[config.mk]
export PLATFORM = sky130hd
export DESIGN_NAME = axis_packet_arbiter
export DESIGN_NICKNAME = d
export VERILOG_FILES = /design/src/rtl/axis_packet_arbiter_pkg.sv /design/src/rtl/axis_output_reg.sv /design/src/rtl/axis_packet_arbiter.sv
export SDC_FILE = /design/constraint.sdc
export NUM_CORES = 2
export LEC_CHECK = 0
export BUFFER_PORTS_ARGS = -buffer_cell sky130_fd_sc_hd__buf_2
export CAP_MARGIN = 30
export CORE_AREA = 2 2 713 715
export CTS_BUF_LIST = sky130_fd_sc_hd__clkbuf_8 sky130_fd_sc_hd__clkbuf_16
export DETAILED_ROUTE_END_ITERATION = 8
export DIE_AREA = 0 0 715 717
export PLACE_DENSITY_LB_ADDON = 0.2
export SLEW_MARGIN = 20
export SYNTH_ARGS = -nofsm -noshare
export SYNTH_HDL_FRONTEND = slang
export SYNTH_SLANG_ARGS = --single-unit
[constraint.sdc]
create_clock -name axis_aclk -period 26.2 [get_ports axis_aclk]
set_input_delay 1.31 -clock axis_aclk [delete_from_list [all_inputs] [get_ports axis_aclk]]
set_output_delay 1.31 -clock axis_aclk [all_outputs]
set_load 0.01 [all_outputs]
[src/rtl/axis_packet_arbiter_pkg.sv]
// Shared definitions for the two-port AXI4-Stream packet arbiter:
// default payload widths, port index constants, FSM state type and the
// grant selection helper.
package axis_packet_arbiter_pkg;

  localparam int unsigned W_DATA  = 512;
  localparam int unsigned W_KEEP  = W_DATA / 8;
  localparam int unsigned W_CNT   = 32;
  localparam int unsigned N_PORTS = 2;

  localparam logic PORT_DMA = 1'b0;
  localparam logic PORT_PHY = 1'b1;

  typedef enum logic {
    ST_IDLE   = 1'b0,
    ST_LOCKED = 1'b1
  } state_t;

  // Pick the winning port from the eligible mask. Only meaningful when at
  // least one bit of elig is set. Strict: lowest index wins. Round-robin:
  // rr_ptr wins if eligible, otherwise the other port.
  function automatic logic pick_winner(input logic [1:0] elig,
                                       input logic       rr_ptr,
                                       input logic       strict);
    logic win;
    if (strict) begin
      win = elig[PORT_DMA] ? PORT_DMA : PORT_PHY;
    end else begin
      win = elig[rr_ptr] ? rr_ptr : ~rr_ptr;
    end
    return win;
  endfunction

endpackage

[src/rtl/axis_output_reg.sv]
// Registered output stage of the arbiter. A beat presented with load=1 is
// captured on the same edge and shown on m_axis_* the next cycle. The
// payload is held stable while m_axis_tvalid=1 and m_axis_tready=0; the
// valid flag clears once the beat is drained and nothing new is loaded.
//
// Ports:
//   clk, rst          clock, asynchronous active-high reset
//   load              capture in_* this edge (caller guarantees space)
//   in_tdata/tkeep/tlast/tdest   beat to capture
//   m_axis_tready     downstream ready
//   m_axis_tvalid/tdata/tkeep/tlast/tdest   registered output beat
module axis_output_reg #(
  parameter int unsigned W_DATA = axis_packet_arbiter_pkg::W_DATA,
  parameter int unsigned W_KEEP = W_DATA / 8
) (
  input  logic              clk,
  input  logic              rst,
  input  logic              load,
  input  logic [W_DATA-1:0] in_tdata,
  input  logic [W_KEEP-1:0] in_tkeep,
  input  logic              in_tlast,
  input  logic              in_tdest,
  input  logic              m_axis_tready,
  output logic              m_axis_tvalid,
  output logic [W_DATA-1:0] m_axis_tdata,
  output logic [W_KEEP-1:0] m_axis_tkeep,
  output logic              m_axis_tlast,
  output logic              m_axis_tdest
);

  import axis_packet_arbiter_pkg::*;

  // Valid flag: set on load, cleared when the held beat is drained.
  always_ff @(posedge clk or posedge rst) begin
    if (rst) begin
      m_axis_tvalid <= 1'b0;
    end else if (load) begin
      m_axis_tvalid <= 1'b1;
    end else if (m_axis_tready) begin
      m_axis_tvalid <= 1'b0;
    end
  end

  // Payload only changes on load, so it stays put under backpressure.
  always_ff @(posedge clk or posedge rst) begin
    if (rst) begin
      m_axis_tdata <= '0;
      m_axis_tkeep <= '0;
      m_axis_tlast <= 1'b0;
      m_axis_tdest <= 1'b0;
    end else if (load) begin
      m_axis_tdata <= in_tdata;
      m_axis_tkeep <= in_tkeep;
      m_axis_tlast <= in_tlast;
      m_axis_tdest <= in_tdest;
    end
  end

endmodule

[src/rtl/axis_packet_arbiter.sv]
// Two-port AXI4-Stream packet arbiter. Port 0 (DMA) and port 1 (PHY) are
// merged onto one output stream at packet granularity: once a port is
// granted it owns the output until its tlast beat is accepted.
// Round-robin or strict priority (port 0 highest) selection, per-port
// enable mask, per-port forwarded-packet counters.
//
// Ports:
//   axis_aclk, axis_rst        clock, asynchronous active-high reset
//   s_axis_*  [port]           two slave streams (valid/ready/last/data/keep)
//   m_axis_*                   merged master stream; tdest = source port
//   cfg_enable                 per-port enable mask
//   cfg_strict                 0 = round-robin, 1 = strict priority
//   pkt_count [port]           forwarded packets per port (wrapping)
module axis_packet_arbiter #(
  parameter int unsigned W_DATA = axis_packet_arbiter_pkg::W_DATA,
  parameter int unsigned W_KEEP = W_DATA / 8,
  parameter int unsigned W_CNT  = axis_packet_arbiter_pkg::W_CNT
) (
  input  logic                   axis_aclk,
  input  logic                   axis_rst,
  input  logic [1:0]             s_axis_tvalid,
  output logic [1:0]             s_axis_tready,
  input  logic [1:0]             s_axis_tlast,
  input  logic [1:0][W_DATA-1:0] s_axis_tdata,
  input  logic [1:0][W_KEEP-1:0] s_axis_tkeep,
  output logic                   m_axis_tvalid,
  input  logic                   m_axis_tready,
  output logic                   m_axis_tlast,
  output logic [W_DATA-1:0]      m_axis_tdata,
  output logic [W_KEEP-1:0]      m_axis_tkeep,
  output logic                   m_axis_tdest,
  input  logic [1:0]             cfg_enable,
  input  logic                   cfg_strict,
  output logic [1:0][W_CNT-1:0]  pkt_count
);

  import axis_packet_arbiter_pkg::*;

  state_t                 state_q, state_d;
  logic                   grant_q, grant_d;
  logic                   rr_ptr_q, rr_ptr_d;
  logic [1:0][W_CNT-1:0]  cnt_q, cnt_d;
  logic [1:0]             elig;
  logic                   out_ready;
  logic                   accept;

  // Output stage has room when empty or draining this cycle.
  assign out_ready = !m_axis_tvalid || m_axis_tready;
  assign elig      = s_axis_tvalid & cfg_enable;
  assign pkt_count = cnt_q;

  // State, grant, round-robin pointer and packet counters.
  always_ff @(posedge axis_aclk or posedge axis_rst) begin
    if (axis_rst) begin
      state_q  <= ST_IDLE;
      grant_q  <= PORT_DMA;
      rr_ptr_q <= PORT_DMA;
      cnt_q    <= '0;
    end else begin
      state_q  <= state_d;
      grant_q  <= grant_d;
      rr_ptr_q <= rr_ptr_d;
      cnt_q    <= cnt_d;
    end
  end

  // Next-state, grant decision and per-port ready. Config inputs are only
  // looked at in IDLE, so changes mid-packet wait for the next decision.
  always_comb begin
    state_d       = state_q;
    grant_d       = grant_q;
    rr_ptr_d      = rr_ptr_q;
    cnt_d         = cnt_q;
    s_axis_tready = 2'b00;
    accept        = 1'b0;

    case (state_q)
      ST_IDLE: begin
        if (|elig) begin
          state_d = ST_LOCKED;
          grant_d = pick_winner(elig, rr_ptr_q, cfg_strict);
        end
      end

      ST_LOCKED: begin
        s_axis_tready[grant_q] = out_ready;
        accept                 = s_axis_tvalid[grant_q] && out_ready;
        if (accept && s_axis_tlast[grant_q]) begin
          state_d        = ST_IDLE;
          rr_ptr_d       = ~grant_q;
          cnt_d[grant_q] = cnt_q[grant_q] + W_CNT'(1);
        end
      end

      default: begin
        state_d = ST_IDLE;
      end
    endcase
  end

  axis_output_reg #(
    .W_DATA (W_DATA),
    .W_KEEP (W_KEEP)
  ) u_out (
    .clk           (axis_aclk),
    .rst           (axis_rst),
    .load          (accept),
    .in_tdata      (s_axis_tdata[grant_q]),
    .in_tkeep      (s_axis_tkeep[grant_q]),
    .in_tlast      (s_axis_tlast[grant_q]),
    .in_tdest      (grant_q),
    .m_axis_tready (m_axis_tready),
    .m_axis_tvalid (m_axis_tvalid),
    .m_axis_tdata  (m_axis_tdata),
    .m_axis_tkeep  (m_axis_tkeep),
    .m_axis_tlast  (m_axis_tlast),
    .m_axis_tdest  (m_axis_tdest)
  );

endmodule

==> summary.txt <==
Detailed routing
  • Vias/cell: 2.70
  • Wirelength per Cell: 28.2 um
  • Residual DRC: 0
  • First DRT Iteration DRCs: 2,038
  • Final wirelength: 326 mm
  • Post-route ant nets: 0
  • Via count: 31,206
  • Drt pass-1 iters: 5

Timing
  • Setup TNS: 0 ps
  • Setup ws final: 19,470 ps
  • Setup Viol. Count Final: 0
  • Fin Clk Skew: 52.4 ps
  • Worst slew pin tran: 1020 ps
  • Worst slew margin: 31.7%
  • RSZ-0062 raised after global routing: false
  • Minimum clock period: 6730 ps
  • F_max: 149 MHz
  • Final Hold Viols: 0
  • Slew Limit Fails: 0
  • Fin Hold WS: 467 ps
  • Tcrit/Tclk final: 25.7%

Floorplan
  • DIE AREA: 0.513 sq mm
  • # IOs: 1,807
  • Initial Util: 5.87%
  • Row Count: 261
  • Core Box Area: 0.505 sq mm
  • Die Wd: 715 um
  • Die H: 717 um

Placed design
  • Routability congestion estimate: 1.04
  • Port Buffers: 1,806
  • Post-Place Cells: 11,205
  • Post-place setup slack: 18,520 ps
  • Post-DP HPWL: 290 mm

Worst setup path
  • Crit end category: flip-flop
  • Critical Path AT: 7360 ps
  • Setup CP Type: primary input to flip-flop
  • CP required: 26,830 ps
  • CP startpoint kind: primary input
  • FF-to-FF path depth: 10
  • Peak fanout along the critical path: 88

Clocking
  • Clock tree buffer depth: 4
  • # H-tree levels: 3
  • Post CTS Setup Buffer Count: 0
  • Post-CTS Hold Buffers: 0
  • Clk sinks: 646
  • Clock slew at reported path FFs: 60 ps
  • Root Driver: clkbuf_16
  • CTS buffer count: 96
  • Clock Latency Late Sink: 830 ps
  • CTS tree: yes
  • PostCTS Resize Cnt: 0

Pwr
  • Worst vdd ir: 0.0670 mV
  • Leak: 23.3 nW
  • P per Cell Area: 114 mW/mm^2

Outcome
  • Outcome: complete, no violations

Global routing
  • Total GRT Usage: 12.2%
  • First-pass GRT wire length: 393 mm
  • Vias in the first global route: 30,348
  • Pin count of the biggest net entering global routing: 160
  • Initial antenna violation count: 355
  • Global route overflow: 0

Flow run
  • Max Cap Viol: 0

Final layout
  • Fin util: 9.98%
  • Finished Layout Cells: 11,568
  • Layout area overhead: 69.9%
  • Layout cell share with drive strength beyond 1: 43.3%
  • Fin nets: 5,762

Synthesis
  • Cell Area, Synth: 0.0296 sq mm
  • Avg Cell Area, Syn: 10.4 sq um
  • Synth Net Count: 4,021
  • YS warnings: 0
  • Seq cells post-synth: 646
  • Count of cell types in the netlist: 42
  • Sequential share of the synthesized area: 54.5%
  • Synthesized instance count: 2,858

Hold path
  • Hold Crit Class: flip-flop to flip-flop
  • Hold depth: 1
layout by cell type, fill, tap and decap left out, types with 4 or more instances in the layout:
cell        instances
buf_2            1806
dfrtp_1           645
nand2_1           626
mux2i_1           580
o21ai_0           404
diode_2           190
o21ai_1           181
clkbuf_16          98
buf_4              39
xor2_1             30
nand3_1            29
xnor2_1            22
clkbuf_8           22
nor2_1             20
inv_1              19
clkinv_2           18
nand3b_1           15
nor3_1             11
nand4_1             8
bufinv_16           8
and2_1              7
mux2_2              7
a21oi_1             7
o31ai_1             7
a22oi_1             6
a31oi_1             5
clkinvlp_4          4
per-layer routing:
layer	share of wire, %	GRT usage, %
met1	37	13.6
met5	0.41	0
met4	3.9	4.47
met3	12	6.09
met2	47	19.8
cell usage after synthesis:
master / instances / area, sq um
a21o_1: 3 / 22.5
a21oi_1: 7 / 35.0
a222oi_1: 3 / 30.0
a22oi_1: 6 / 45.0
a31oi_1: 5 / 31.3
and2_1: 7 / 43.8
and3_1: 2 / 12.5
and4_1: 3 / 26.3
buf_1: 26 / 97.6
buf_2: 70 / 350
buf_4: 1 / 7.51
buf_6: 1 / 11.3
clkbuf_1: 110 / 413
dfrtp_1: 646 / 16200
ha_1: 1 / 12.5
inv_1: 4 / 15.0
mux2_2: 7 / 78.8
mux2i_1: 581 / 5820
nand2_1: 627 / 2350
nand2b_1: 2 / 12.5
nand3_1: 29 / 145
nand3_2: 1 / 10.0
nand3b_1: 15 / 113
nand3b_4: 1 / 20.0
nand4_1: 8 / 50.1
nand4_2: 1 / 12.5
nand4b_1: 3 / 26.3
nor2_1: 20 / 75.1
nor2b_1: 1 / 6.26
nor3_1: 11 / 55.1
nor3b_1: 3 / 22.5
nor4_1: 3 / 18.8
nor4_2: 2 / 25.0
nor4_4: 1 / 21.3
nor4b_1: 1 / 8.76
o21a_1: 1 / 7.51
o21ai_0: 404 / 2020
o21ai_1: 181 / 906
o31ai_1: 7 / 52.6
or2_2: 1 / 6.26
xnor2_1: 22 / 193
xor2_1: 30 / 263
metrics by stage:
step                power [mW]  area, sq um
floorplan                 3.01        29600
finish                    5.74        50400
global route              6.14        50200
detailed placement        4.45        46600
CTS                       5.90        49800
global placement          4.43        46500
power breakdown:
group          internal (mW)  switching [mW]
Sequential              1.45           0.270
Combinational          0.880            1.76
Clock                  0.818           0.564
Total                   3.15            2.59
path summary, 6_finish.rpt:
kind,to,from,slack (ps)
setup / recovery,u_out.m_axis_tdata[76],m_axis_tready,19470
hold / removal,pkt_count[31],pkt_count[31],470
setup reg to reg,u_out.m_axis_tdata[76],grant_q,19500
hold reg to reg,pkt_count[31],pkt_count[31],470
max in group asynchronous,u_out.m_axis_tdata[106],axis_rst,21290
min in group asynchronous,u_out.m_axis_tdata[338],axis_rst,540
state kept, by name, summed over array words and instances (netlist names):
register	cells
u_out.m_axis_tvalid	1
state_q	1
rr_ptr_q	1
grant_q	1
pkt_count	64
u_out.m_axis_tlast	1
u_out.m_axis_tdest	1
u_out.m_axis_tdata	512
u_out.m_axis_tkeep	64
worst max-delay path, stage by stage:
cell and delay [ps]:
buf_2 90, nand2b_1 320, and2_1 330, nand2_4 560, buf_4 450, buf_4 650
buf_4 570, buf_4 550, buf_4 540, buf_4 710, buf_4 760, o21ai_0 220
cell type report:
cell class | instances | area (sq um)
Timing Repair Buffer | 1851 | 9470
Antenna cell | 190 | 475
Clock inverter | 51 | 485
Inverter | 4 | 22.5
Sequential cell | 646 | 16200
Multi-Input combinational cell | 2000 | 12600
Fill cell | 58883 | 454000
Tap cell | 6706 | 8390
Clock buffer | 120 | 2760
kinds of logic after synthesis:
kind of cell             share of synthesized area, %
multiplexers                                     19.9
buffers and inverters                            3.02
adder cells (fa/ha/maj)                        0.0422
AO/OA/AOI/OAI                                    10.6
flip-flops                                       54.5
XOR/XNOR                                         1.54
AND/OR/NAND/NOR                                  10.3
Note: power is estimated with default switching activity, not from simulation.
